[src/rtl/spu_pkg.sv]
// Shared definitions for the synaptic processing unit: one-hot state
// encoding, state vector width and the lane-slice index helper.
package spu_pkg;

    localparam int STATE_W = 6;

    // One-hot FSM encoding; the raw vector is also exported on the debug port.
    typedef enum logic [STATE_W-1:0] {
        ST_IDLE    = 6'b000001,
        ST_DEQ     = 6'b000010,
        ST_READ    = 6'b000100,
        ST_CAPTURE = 6'b001000,
        ST_ADD     = 6'b010000,
        ST_WRITE   = 6'b100000
    } spu_state_t;

    // Lowest bit index of a lane inside a packed multi-lane bus.
    function automatic int lane_lo(input int lane, input int width);
        return lane * width;
    endfunction

endpackage

[src/rtl/spu_sat_adder.sv]
// Signed two's-complement adder that clamps to the DATA_W range instead of
// wrapping. Purely combinational; the caller registers the result.
module spu_sat_adder #(
    parameter int DATA_W = 16
) (
    input  logic [DATA_W-1:0] a,
    input  logic [DATA_W-1:0] b,
    output logic [DATA_W-1:0] sum
);

    logic [DATA_W:0] wide;

    // Add with one guard bit; disagreeing top two bits mean overflow, and the guard bit gives its direction.
    always_comb begin
        wide = {a[DATA_W-1], a} + {b[DATA_W-1], b};
        if (wide[DATA_W] != wide[DATA_W-1]) begin
            sum = wide[DATA_W] ? {1'b1, {(DATA_W-1){1'b0}}}
                               : {1'b0, {(DATA_W-1){1'b1}}};
        end else begin
            sum = wide[DATA_W-1:0];
        end
    end

endmodule

[src/rtl/synaptic_processing_unit3.sv]
// Synaptic processing unit: pops one source spike tag, then sweeps all
// destination neurons LANES at a time, adding weight to i_next with
// saturation and writing back under arbiter back-pressure.
// Build option: define SPU_SKIP_ZERO_EN to skip the write-back of groups
// whose weights are all zero.
module synaptic_processing_unit3
    import spu_pkg::*;
#(
    parameter int NUM_NEURONS = 4,
    parameter int LANES       = 2,
    parameter int DATA_W      = 16,
    parameter int TAG_W       = 2
) (
    input  logic                    clk,
    input  logic                    asyn_reset,
    input  logic                    fifo_empty,
    output logic                    fifo_deq,
    input  logic [TAG_W-1:0]        src_tag_in,
    output logic [TAG_W-1:0]        src_tag_out,
    output logic [TAG_W-1:0]        dst_base_out,
    output logic                    rd_en,
    input  logic [LANES*DATA_W-1:0] weight_in,
    input  logic [LANES*DATA_W-1:0] i_next_in,
    output logic                    wr_en,
    input  logic                    wr_ready,
    output logic [LANES*DATA_W-1:0] i_next_out,
    output logic                    busy,
    output logic [STATE_W-1:0]      state
);

`ifdef SPU_SKIP_ZERO_EN
    localparam bit SKIP_ZERO = 1'b1;
`else
    localparam bit SKIP_ZERO = 1'b0;
`endif

    spu_state_t              cur_state;
    logic [LANES*DATA_W-1:0] weight_q;
    logic [LANES*DATA_W-1:0] i_next_q;
    logic [LANES*DATA_W-1:0] sum_w;
    logic [TAG_W:0]          next_base;
    logic                    last_group;
    logic                    zero_weights;

    // One extra bit so base+LANES cannot wrap back to zero on the last group.
    assign next_base    = {1'b0, dst_base_out} + (TAG_W+1)'(LANES);
    assign last_group   = (next_base == (TAG_W+1)'(NUM_NEURONS));
    assign zero_weights = (weight_q == '0);

    // Strobes and status are decoded straight from the state register, so they carry no input paths.
    assign fifo_deq = (cur_state == ST_DEQ);
    assign rd_en    = (cur_state == ST_READ);
    assign wr_en    = (cur_state == ST_WRITE);
    assign busy     = (cur_state != ST_IDLE);
    assign state    = cur_state;

    for (genvar g = 0; g < LANES; g++) begin : g_lane
        spu_sat_adder #(.DATA_W(DATA_W)) u_add (
            .a   (weight_q[lane_lo(g, DATA_W) +: DATA_W]),
            .b   (i_next_q[lane_lo(g, DATA_W) +: DATA_W]),
            .sum (sum_w[lane_lo(g, DATA_W) +: DATA_W])
        );
    end

    // Sweep controller: dequeue, then read/capture/add/write per destination group.
    always_ff @(posedge clk or posedge asyn_reset) begin
        if (asyn_reset) begin
            // NOTE: the capture registers are ordinary flops, not RAM, so they are cleared along with the FSM.
            cur_state    <= ST_IDLE;
            src_tag_out  <= '0;
            dst_base_out <= '0;
            i_next_out   <= '0;
            weight_q     <= '0;
            i_next_q     <= '0;
        end else begin
            // NOTE: non-blocking assignments throughout, so every branch sees pre-edge values.
            unique case (cur_state)
                ST_IDLE: begin
                    if (!fifo_empty) cur_state <= ST_DEQ;
                end
                ST_DEQ: begin
                    src_tag_out  <= src_tag_in;
                    dst_base_out <= '0;
                    cur_state    <= ST_READ;
                end
                ST_READ: begin
                    cur_state <= ST_CAPTURE;
                end
                ST_CAPTURE: begin
                    weight_q  <= weight_in;
                    i_next_q  <= i_next_in;
                    cur_state <= ST_ADD;
                end
                ST_ADD: begin
                    i_next_out <= sum_w;
                    if (SKIP_ZERO && zero_weights) begin
                        if (last_group) begin
                            cur_state <= ST_IDLE;
                        end else begin
                            dst_base_out <= next_base[TAG_W-1:0];
                            cur_state    <= ST_READ;
                        end
                    end else begin
                        cur_state <= ST_WRITE;
                    end
                end
                ST_WRITE: begin
                    if (wr_ready) begin
                        if (last_group) begin
                            cur_state <= ST_IDLE;
                        end else begin
                            dst_base_out <= next_base[TAG_W-1:0];
                            cur_state    <= ST_READ;
                        end
                    end
                end
                default: cur_state <= ST_IDLE;
            endcase
        end
    end

endmodule
[config.mk]
export PLATFORM = sky130hd
export DESIGN_NAME = synaptic_processing_unit3
export DESIGN_NICKNAME = d
export VERILOG_FILES = /design/src/rtl/spu_pkg.sv /design/src/rtl/spu_sat_adder.sv /design/src/rtl/synaptic_processing_unit3.sv
export SDC_FILE = /design/constraint.sdc
export NUM_CORES = 1
export LEC_CHECK = 0
export BUFFER_PORTS_ARGS = -buffer_cell sky130_fd_sc_hd__buf_2
export CAP_MARGIN = 20
export CORE_MARGIN = 10
export CORE_UTILIZATION = 52
export DETAILED_ROUTE_END_ITERATION = 7
export GPL_ROUTABILITY_DRIVEN = 0
export PLACE_DENSITY_LB_ADDON = 0.05
export SKIP_LAST_GASP = 1
export SLEW_MARGIN = 20
export SYNTH_ARGS = -nofsm -noshare
export SYNTH_HDL_FRONTEND = slang
export SYNTH_HIERARCHICAL = 1
export SYNTH_SLANG_ARGS = --single-unit
[constraint.sdc]
create_clock -name clk -period 3 [get_ports clk]
set_input_delay 0.3 -clock clk [delete_from_list [all_inputs] [get_ports clk]]
set_output_delay 0.3 -clock clk [all_outputs]
set_load 0.005 [all_outputs]
# Yosys cells after proc, flatten, opt, wreduce, memory -nomap -nowiden
# Cells that the tools add are included.
totals:
  regBits: 106
  elab_cells: 36
classes:
  addsub: 3
  eq_ne: 13
  n_mux: 11
  reduce_logical: 3
ops:
  columns: ["op", "count"]
  rows:
  - ["$mux 16", 4]
  - ["$pmux 6 s6", 1]
  - ["$add 16x16->17", 2]
  - ["$mux 6", 2]
  - ["$eq 6x1->1 const B", 1]
  - ["$eq 6x2->1 const B", 1]
  - ["$eq 6x3->1 const B", 1]
  - ["$eq 6x4->1 const B", 1]
  - ["$eq 6x5->1 const B", 1]
  - ["$eq 6x6->1 const B", 1]
  - ["$ne 6x1->1 const B", 1]
  - ["$mux 2", 2]
  - ["$ne 2x2->1 const B", 2]
  - ["$pmux 2 s2", 1]
  - ["$add 2x2->3 const B", 1]
  - ["$eq 3x3->1 const B", 1]
  - ["$mux 3", 1]
  - ["$reduce_and 3->1", 1]
  - ["$ne 1x1->1", 2]
  - ["$ne 2x1->1 const B", 1]
  - ["$reduce_and 2->1", 1]
  - ["$reduce_bool 2->1", 1]

# Depth between registers and ports, before layout
depth:
  depth_word: 5
  mapped_depth: 13
  depth_no_buf: 11

# Modules after synthesis
# Netlist, hierarchy kept.
modules_own_cells:
  columns: ["module", "n_inst", "cells_per_inst", "area_each_um2", "seq_area_each_um2"]
  rows:
  - ["synaptic_processing_unit3", 1, 249, 4331.7, 2628.8]
  - ["spu_sat_adder", 2, 185, 1365.1, 0.0]

# Least setup slack after synthesis
# OpenSTA, ideal clock, no wires.
synth_timing:
  kind: "flip-flop to flip-flop"
  startpoint: "reg weight_q[16]"
  endpoint: "reg i_next_out[24]"
  setup_ns: 0.064
  t_arrival_ns: 2.510
  required_time_ns: 2.936
  path_slack_ns: 0.426
  stages_incl_launch_ff: 14
  n_path_buf: 2
  period_less_slack_ns: 2.574
  path_cell_list: "dfrtp_1 -> ha_1 -> inv_1 -> fa_1 -> nand2b_1 -> a21oi_2 -> o211a_4 -> o211ai_4 -> and2_4 -> buf_6 -> buf_8 -> maj3_2 -> mux2i_1 -> mux2_4"
synth_via:
  elab_chain_cells: 3
  word_cells_on_any_way: 4
  cone_classes: "add/sub (1); eq/ne (1); mux (2)"
synth_rtl:
  columns: ["item", "line", "source"]
  rows:
  - ["start, declared", "synaptic_processing_unit3.sv:38", "logic [LANES*DATA_W-1:0] weight_q;"]
  - ["start signal, assigned", "synaptic_processing_unit3.sv:90", "weight_q <= weight_in;"]
  - ["$add 16x16->17 (*)", "spu_sat_adder.sv:15", "wide = {a[DATA_W-1], a} + {b[DATA_W-1], b};"]
  - ["$mux 16 / $ne 1x1->1 (equally long branches)", "spu_sat_adder.sv:17, spu_sat_adder.sv:16", null]
  - ["$mux 16 (*)", "spu_sat_adder.sv:16", "if (wide[DATA_W] != wide[DATA_W-1]) begin"]
  - ["named net sum_w[24]", "synaptic_processing_unit3.sv:40", "logic [LANES*DATA_W-1:0] sum_w;"]
  - ["end signal, assigned", "synaptic_processing_unit3.sv:95", "i_next_out <= sum_w;"]
  - ["end, declared", "synaptic_processing_unit3.sv:26", "output logic [LANES*DATA_W-1:0] i_next_out,"]
# Mark *: on every way through the listed nets, which the timed path passes. The rest lies on a longest branch.
# A chain may end at the register's enable or synchronous reset.

# Final worst setup path
layout_timing:
  startpoint: "reg weight_q[0]"
  endpoint: "reg i_next_out[12]"
# The elaborated chain is that of the path after synthesis.

==> impl_metrics.tcl <==
set metrics [dict create \
    outcome "finished, final reports clean" \
    netlist_area_um2 7060 \
    min_period_ns 2.85 \
    syn2layout_area_growth_pct 13.6 \
    synth_cell_types 66 \
    cts_setup_buffers 0 \
    yosysMostFrequentCell "dfrtp_1" \
    stdcell_area_um2 8030 \
    track_usage_pct 17.2 \
    cap_viol_max_count 0 \
    root_buffer "clkbuf_16" \
    end_kind "flop" \
    whs_ns 0.0669 \
    hold_viol 0 \
    yosys_register_bits 105 \
    path_max_fanout 3 \
    worst-slew-pin-transition_ns 0.825 \
    required_ns 3.24 \
    design.core.area_um2 13300 \
    max_freq_mhz 351 \
    clockBufferDepth 2 \
    clkTransAtPathRegs_ns 0.07 \
    fin_crit_sh_pct 95.1 \
    post-route-drc-count 0 \
    layout.cells.non_filler 904 \
    wirelength_mm 15.8 \
    portBuffers 114 \
    synth_top_cells_by_area "dfrtp_1 (37%), mux2_4 (17%), ha_1 (5.7%)" \
    async_reset_ff_share_pct 100 \
    via_count 5031 \
    holdCritPathClass "in -> async" \
    die_w_um 137 \
    synth_edf_count 0 \
    synth_top_area_cell "dfrtp_1" \
    placed_cells 887 \
    rsz0062_at_grt "true" \
    drt_pass1_iterations 6 \
    relSlewSlack_pct 45.0 \
    post_dp_cell_area_um2 7720 \
    fin_util_pct 60.4 \
    yosysSeqAreaShare_pct 37.2 \
    nNetsFinal 826 \
    netlist_top_cells_count "dfrtp_1 (104), mux2_4 (78), nand2_1 (42)" \
    grt_antenna_before_repair 3 \
    postRouteAntennaNets 0 \
    boundaryPins 116 \
    grt_max_degree 74 \
    synth_warnings 6 \
    cts.sink_count 105 \
    cts_inserted_buffers 9 \
    dieArea_um2 18600 \
    drt_iter0_markers 299 \
    clk_latency_ns 0.35 \
    synth_top_area_share_pct 36.9 \
    dieHeight_um 137 \
    slew_violations 0 \
    finalSetupViolations 0 \
    htreeDepth 3 \
    rows 42 \
    initial_core_util_pct 53.1 \
    routedWlPerCell_um 17.5 \
    synthCells 619 \
    cp.arrival_ns 3.09 \
    grt_first_pass_wirelength_mm 25.8 \
    vias_per_cell 5.57 \
    r2r_slack_ns 0.15 \
    drive_above_1_share_pct 37.7 \
    place_hpwl_mm 12.2 \
    cts_tree "built" \
    critPathLaunchType "flop" \
    synth-main-ff-cell "dfrtp_1" \
    grt-ovfl-total 0 \
    path_class "reg -> reg" \
    syn-num-nets 723 \
    skew_ns 0.00785 \
    syn_avg_cell_area_um2 11.4 \
    grt_pass1_vias 5017 \
]
-- area by class of cell --
| type | instances | area (µm²) |
|---|---|---|
| fill | 1123 | 5270 |
| multi-input combinational | 458 | 4120 |
| sequential | 105 | 2630 |
| timing repair buffer | 123 | 663 |
| clock buffer | 10 | 239 |
| tap | 176 | 220 |
| inverter | 25 | 97.6 |
| clock inverter | 5 | 56.3 |
| antenna | 2 | 5.00 |
-- critical path, stage by stage, from the launching register on --
cell and delay, ns:
dfrtp_1 0.36, ha_1 0.23, inv_1 0.07, fa_1 0.39
nand2b_1 0.19, a21oi_2 0.22, o211ai_1 0.16, nand2_1 0.09
a211oi_1 0.11, maj3_1 0.36, mux2_2 0.28, mux2_4 0.27
-- layout by cell type (no fill, tap or decap), types with 4 or more instances in the layout --
master / instances
inv_1: 24
mux2i_1: 14
mux2_4: 78
buf_4: 7
o2111ai_1: 4
nand3_1: 8
nand2_1: 42
a21oi_1: 27
nor2_1: 27
o211ai_1: 10
o21ai_0: 24
maj3_1: 28
nor4_1: 4
o21ai_1: 6
dfrtp_1: 104
ha_1: 31
o22ai_1: 4
a21o_1: 8
xor2_1: 14
xnor2_1: 6
buf_2: 114
a211o_1: 4
clkbuf_16: 9
mux2_2: 20
maj3_2: 8
nand2b_1: 6
a211oi_1: 10
or3_1: 4
nor3_1: 7
-- cell families (layout without fill, tap and decap cells) --
kind of cell	Yosys count	in the layout	synth area share, %
compound gates	131	131	13.2
xor+xnor	20	20	2.48
fa+ha+maj	70	70	11.5
buf+inv	56	163	4.62
flops	105	105	37.2
mux	112	112	21.8
other cells	1	3	0.0531
simple gates	124	124	9.16
-- metrics by stage --
stage,setup slack (ns),setup TNS [ns]
after floorplan,0.426,0
after global placement,0.188,0
after detailed placement,0.187,0
after CTS,0.170,0
after global routing,-0.00584,-0.00584
final,0.148,0
-- worst paths after layout --
check                                from             end  depth (start not counted)
max                           weight_q[0]  i_next_out[12]                         11
min                            asyn_reset    i_next_q[31]                          2
max reg2reg                   weight_q[0]  i_next_out[12]                         11
min reg2reg                src_tag_out[1]  src_tag_out[1]                          2
max in group asynchronous      asyn_reset        state[0]                          3
min in group clk               fifo_empty        state[1]                          2
-- metal layers --
layer | track usage (%) | wire length (µm)
met2 | 23.2 | 6190
met3 | 4.55 | 1240
met4 | 5.56 | 205
met5 | 0 | 20
met1 | 25.9 | 8170
-- sequential cells by signal (all words and copies together), names as in the netlist --
signal / count
i_next_out: 32
i_next_q: 32
weight_q: 32
state: 6
src_tag_out: 2
dst_base_out: 1
-- repair_timing --
action,in CTS,in global routing
hold buffers,0,0
resized for setup,0,2
setup endpoints to repair,0,2
Power is not shown: default switching activity piles up to over one toggle a cycle in this logic, so the estimate is an artifact.
